===== src/rtl/psg_write_decoder.sv =====
// psg_write_decoder: SN76489 host write port. Decodes latch/data bytes into the
// tone/attenuation/noise register file and runs the READY wait-state handshake.
// Build option PSG_WE_SYNC_EN: when defined, we_n passes through a 2-flop
// synchroniser before edge detection; otherwise we_n is sampled by the edge flop only.
module psg_write_decoder #(
    parameter int unsigned COUNTER_BITS = 10,
    parameter int unsigned WAIT_CYCLES  = 32
) (
    input  logic                    clk,
    input  logic                    rst_n,
    input  logic [7:0]              data,
    input  logic                    we_n,
    output logic                    ready,
    output logic [COUNTER_BITS-1:0] tone0_freq,
    output logic [COUNTER_BITS-1:0] tone1_freq,
    output logic [COUNTER_BITS-1:0] tone2_freq,
    output logic [3:0]              attn0,
    output logic [3:0]              attn1,
    output logic [3:0]              attn2,
    output logic [3:0]              attn3,
    output logic [2:0]              noise_control,
    output logic                    noise_reset
);

    localparam int unsigned HI_W  = COUNTER_BITS - 4;
    localparam int unsigned CNT_W = (WAIT_CYCLES > 1) ? $clog2(WAIT_CYCLES) : 1;
    localparam logic [CNT_W-1:0] CNT_LOAD = CNT_W'(WAIT_CYCLES - 1);

    localparam logic [0:0] ST_IDLE = 1'b0;
    localparam logic [0:0] ST_BUSY = 1'b1;

    logic [0:0]              state_q, state_d;
    logic [CNT_W-1:0]        cnt_q, cnt_d;
    logic                    ready_q, ready_d;
    logic [2:0]              latch_q, latch_d;
    logic [COUNTER_BITS-1:0] tone_q [3];
    logic [COUNTER_BITS-1:0] tone_d [3];
    logic [3:0]              attn_q [4];
    logic [3:0]              attn_d [4];
    logic [2:0]              nc_q, nc_d;
    logic                    nr_q, nr_d;
    logic                    fall_c;

`ifdef PSG_WE_SYNC_EN
    logic sync1_q, sync2_q, edge_q;

    // Synchronise the asynchronous strobe, then keep one delayed copy for edge detect
    always_ff @(posedge clk or negedge rst_n) begin
        if (!rst_n) begin
            sync1_q <= 1'b1;
            sync2_q <= 1'b1;
            edge_q  <= 1'b1;
        end else begin
            sync1_q <= we_n;
            sync2_q <= sync1_q;
            edge_q  <= sync2_q;
        end
    end

    assign fall_c = edge_q & ~sync2_q;
`else
    logic edge_q;

    // Host is clock-synchronous: previous strobe sample only
    always_ff @(posedge clk or negedge rst_n) begin
        if (!rst_n) begin
            edge_q <= 1'b1;
        end else begin
            edge_q <= we_n;
        end
    end

    assign fall_c = edge_q & ~we_n;
`endif

    // Handshake FSM and register-file decode of an accepted byte
    always_comb begin
        logic       commit;
        logic [1:0] ch;
        logic       ty;

        state_d = state_q;
        cnt_d   = cnt_q;
        ready_d = ready_q;
        latch_d = latch_q;
        tone_d  = tone_q;
        attn_d  = attn_q;
        nc_d    = nc_q;
        nr_d    = 1'b0;
        commit  = 1'b0;

        case (state_q)
            ST_IDLE: begin
                if (fall_c) begin
                    commit  = 1'b1;
                    state_d = ST_BUSY;
                    ready_d = 1'b0;
                    cnt_d   = CNT_LOAD;
                end
            end
            default: begin
                if (cnt_q == '0) begin
                    state_d = ST_IDLE;
                    ready_d = 1'b1;
                end else begin
                    cnt_d = cnt_q - CNT_W'(1);
                end
            end
        endcase

        // Latch bytes carry their own target; data bytes reuse the stored latch
        if (data[7]) begin
            ch = data[6:5];
            ty = data[4];
        end else begin
            ch = latch_q[2:1];
            ty = latch_q[0];
        end

        if (commit) begin
            if (data[7]) begin
                latch_d = data[6:4];
            end
            if (ty) begin
                for (int i = 0; i < 4; i++) begin
                    if (ch == 2'(i)) begin
                        attn_d[i] = data[3:0];
                    end
                end
            end else if (ch == 2'd3) begin
                nc_d = data[2:0];
                nr_d = 1'b1;
            end else begin
                for (int i = 0; i < 3; i++) begin
                    if (ch == 2'(i)) begin
                        if (data[7]) begin
                            tone_d[i] = {tone_q[i][COUNTER_BITS-1:4], data[3:0]};
                        end else begin
                            tone_d[i] = {data[HI_W-1:0], tone_q[i][3:0]};
                        end
                    end
                end
            end
        end
    end

    // State and register file, all cleared asynchronously
    always_ff @(posedge clk or negedge rst_n) begin
        if (!rst_n) begin
            state_q <= ST_IDLE;
            cnt_q   <= '0;
            ready_q <= 1'b1;
            latch_q <= 3'b000;
            for (int i = 0; i < 3; i++) begin
                tone_q[i] <= '0;
            end
            for (int i = 0; i < 4; i++) begin
                attn_q[i] <= 4'hF;
            end
            nc_q <= 3'b000;
            nr_q <= 1'b0;
        end else begin
            state_q <= state_d;
            cnt_q   <= cnt_d;
            ready_q <= ready_d;
            latch_q <= latch_d;
            tone_q  <= tone_d;
            attn_q  <= attn_d;
            nc_q    <= nc_d;
            nr_q    <= nr_d;
        end
    end

    assign ready         = ready_q;
    assign tone0_freq    = tone_q[0];
    assign tone1_freq    = tone_q[1];
    assign tone2_freq    = tone_q[2];
    assign attn0         = attn_q[0];
    assign attn1         = attn_q[1];
    assign attn2         = attn_q[2];
    assign attn3         = attn_q[3];
    assign noise_control = nc_q;
    assign noise_reset   = nr_q;

endmodule


===== config.mk =====
export PLATFORM = sky130hd
export DESIGN_NAME = psg_write_decoder
export DESIGN_NICKNAME = d
export VERILOG_FILES = /design/src/rtl/psg_write_decoder.sv
export SDC_FILE = /design/constraint.sdc
export NUM_CORES = 1
export LEC_CHECK = 0
export ABC_AREA = 1
export BUFFER_PORTS_ARGS = -buffer_cell sky130_fd_sc_hd__clkbuf_2
export CAP_MARGIN = 0
export CORE_MARGIN = 10
export CORE_UTILIZATION = 39
export CTS_CLUSTER_DIAMETER = 150
export DETAILED_ROUTE_END_ITERATION = 6
export SLEW_MARGIN = 20
export SYNTH_ARGS = -nofsm -noshare
export SYNTH_HDL_FRONTEND = slang
export SYNTH_SLANG_ARGS = --single-unit

===== constraint.sdc =====
create_clock -name clk -period 1.95 [get_ports clk]
set_input_delay 0.195 -clock clk [delete_from_list [all_inputs] [get_ports clk]]
set_output_delay 0.195 -clock clk [all_outputs]
set_load 0.01 [all_outputs]

==> Flow_metrics.wiki <==
{| class="wikitable"
! Metric !! Value
|-
| Run status || completed
|-
| Summed instance area of the synthesized netlist || 2510 um^2
|-
| Gate count of the mapped netlist || 275
|-
| Crit path capture type || register
|-
| Final number of max-transition violations || 0
|-
| Minimum clock period || 1.66 ns
|-
| Number of nets with antenna violations after routing || 0
|-
| IO Pins || 62
|-
| Worst Path Arrival || 1.92 ns
|-
| Launching point of the worst reg2reg path || edge_q
|-
| Worst rel slew slack || 0.747
|-
| Core Box Area || 6310 um^2
|-
| Yosys cell types || 21
|-
| Setup slack on the worst flop-to-flop path || 0.37 ns
|-
| DRC errors left || 0
|-
| Reg2reg end || attn3[2]
|-
| Count of state elements after synthesis || 61
|-
| Source-to-sink clock delay at the later pin of the worst-skew pair || 0.33 ns
|-
| Gp weighted congestion || 0.794
|-
| Worst setup slack after layout || 0.289 ns
|-
| Synthesis-to-finish area growth || 26.1%
|-
| Worst Clk Skew || 0.00766 ns
|-
| Wire length of the first global-routing pass || 10900 um
|-
| Starting DRC count in detailed routing || 99
|-
| Maximum number of pins on one net before global-route repair || 62
|-
| Sequential fraction of the synthesis area || 0.616
|-
| Cell Pwr Density || 1420 nW/um^2
|-
| Worst Setup Slack post-DPL || 0.359 ns
|-
| Die boundary width || 100 um
|-
| Actual slew at the worst max-slew pin || 0.378 ns
|-
| Total nets after synthesis || 287
|-
| Cell at the root of the clock tree || clkbuf_8
|-
| Critical Path Start Type || input port
|-
| Clock sink count || 61
|-
| Total detailed-routing wirelength || 6560 um
|-
| Die Footprint || 10100 um^2
|-
| Min-Delay Endpoint || latch_q[2]
|-
| Worst hold margin || 0.0958 ns
|-
| Starting utilization of the core area || 0.398
|-
| Number of antenna violations at the first check in global routing || 0
|-
| Floorplan row count || 29
|-
| Total iterations of the first detailed-routing run || 4
|-
| Clock slew at reported path FFs || 0.07 ns
|-
| Length in cells of the worst reg-to-reg path || 4
|-
| Per-cell via count in the routed design || 4.94
|-
| Area leader, netlist || dfrtp_1
|-
| Number of setup violations in the final report || 0
|-
| Data required time of the critical path || 2.21 ns
|-
| Sum Neg Setup Slack || 0 ns
|-
| Total half-perimeter wirelength after legalization and detailed placement || 4710 um
|-
| Per-instance average area after synthesis || 9.15 um^2
|-
| Fraction of final layout cells with drive strength greater than 1 || 0.303
|-
| Vias post-DR || 2137
|-
| Total global-route track usage || 0.136
|-
| Hold Vio Cnt, Final || 0
|-
| Worst hold path startpoint || data[6]
|-
| Largest voltage drop on the vdd net || 524 uV
|-
| CTS tree || done
|-
| Worst hold stages || 3
|-
| Final net count || 363
|-
| Largest fanout of any net on the critical path || 8
|-
| Final Util || 0.502
|-
| Chip height || 100 um
|-
| Largest buffer count on any clock path || 2
|-
| MaxCap Viol Count || 0
|-
| Via count of the first global-routing pass || 2240
|-
| YS warnings || 0
|-
| Top cell type's share of synthesized area || 0.428
|-
| DR WL/cell || 15.1 um
|-
| Type of the worst setup path || in -> reg
|-
| Aggregate global routing overflow || 0
|-
| Final clock period utilization by the worst path || 0.852
|-
| Leading post-synthesis cells by cell area || dfrtp_1 43%, dfstp_2 19%, nand2_1 16%, nand3_1 6.8%, o21ai_0 5.0%
|-
| Class of the worst hold path || in -> reg
|-
| H-tree depth || 3
|-
| Static leakage power || 1.70 nW
|-
| Unrepaired setup endpoints after global routing || no
|-
| Count of input and output buffers || 61
|-
| Maximum achievable frequency || 602 MHz
|-
| ANT cells || 0
|-
| Total clock buffers created by CTS || 9
|}
==> flip-flops by register name, indices dropped and copies added, names as in the netlist <==
| name | cells |
|---|---|
| attn0 | 4 |
| attn1 | 4 |
| attn2 | 4 |
| attn3 | 4 |
| cnt_q | 5 |
| edge_q | 1 |
| latch_q | 3 |
| noise_control | 3 |
| noise_reset | 1 |
| ready | 1 |
| state_q | 1 |
| tone0_freq | 10 |
| tone1_freq | 10 |
| tone2_freq | 10 |
==> routing by layer <==
metal / vias to the layer above / routed length, um / track usage
met4: 0 / 94 / 0.0663
li1: 1049 / - / -
met1: 1013 / 3040 / 0.173
met5: - / 0 / 0
met3: 10 / 477 / 0.0522
met2: 65 / 2950 / 0.196
==> per-stage QoR <==
stage	cells	instance area [um^2]	power, mW
floorplan	275	2510	2.80
global placement	415	2950	3.38
detailed placement	415	2950	3.41
CTS	433	3170	4.58
global route	433	3170	4.85
finish	433	3170	4.51
==> power breakdown <==
| part | internal, mW | switching, mW |
|---|---|---|
| logic | 0.519 | 0.796 |
| clock network | 0.667 | 0.477 |
| registers | 1.80 | 0.248 |
| total | 2.99 | 1.52 |
==> worst max-delay path by stage <==
stage,start,to
floorplan,edge_q,tone0_freq[0]
global placement,edge_q,attn3[2]
detailed placement,edge_q,attn3[2]
CTS,we_n,attn3[2]
global route,we_n,tone0_freq[3]
finish,we_n,attn3[2]
==> cell type report <==
cell class	instances	area [um^2]
inverters	17	63.8
flip-flops and latches	61	1550
clock inverters	3	42.5
repair buffers	70	390
multi-input cells	192	868
well taps	77	96.3
clock buffers	13	160
fillers	622	3140
==> Yosys cell counts <==
master / n
buf_2: 3
buf_4: 1
buf_6: 1
dfrtp_1: 43
dfstp_2: 18
ha_1: 1
inv_1: 15
inv_2: 2
nand2_1: 107
nand2_2: 3
nand3_1: 34
nand3b_1: 1
nand4_1: 8
nor2_1: 7
nor2_2: 1
nor2_4: 1
o211ai_1: 1
o21ai_0: 25
o21ai_4: 1
o32ai_1: 1
or2_2: 1
==> cell families (layout without fill, tap and decap cells) <==
logic type      count (synthesis)  after routing  synth area share
buf+inv                        22            103            0.0388
flops                          61             61             0.616
fa+ha+maj                       1              1           0.00497
simple gates                  163            163             0.278
compound gates                 28             28            0.0627
==> what timing repair did <==
item	4_1_cts	5_1_grt
buffers inserted	0	0
hold endpoints to repair	44	0
hold buffers	2	0
resized for setup	0	0
==> worst max-delay path: stages <==
cell and delay [ns]:
dlygate4sd3_1 0.54, clkbuf_2 0.13, nand3b_1 0.28, nor2_1 0.32, nand2_1 0.24, o21ai_0 0.22
==> cells in the final DEF (no fill, tap or decap) <==
cell	n
buf_12	1
o21ai_0	25
dfstp_2	18
nand2_2	3
clkinv_2	1
ha_1	1
nor2_2	1
nor2_1	7
clkbuf_16	1
nand3_1	34
o21ai_4	1
clkbuf_1	3
dfrtp_1	43
or2_2	1
bufinv_16	1
nor2_4	1
nand3b_1	1
clkbuf_8	9
buf_4	6
clkinvlp_4	1
dlygate4sd3_1	2
o211ai_1	1
nand2_1	107
inv_2	2
o32ai_1	1
inv_1	15
nand4_1	8
clkbuf_2	61
Note: power is estimated with default switching activity, not from simulation.
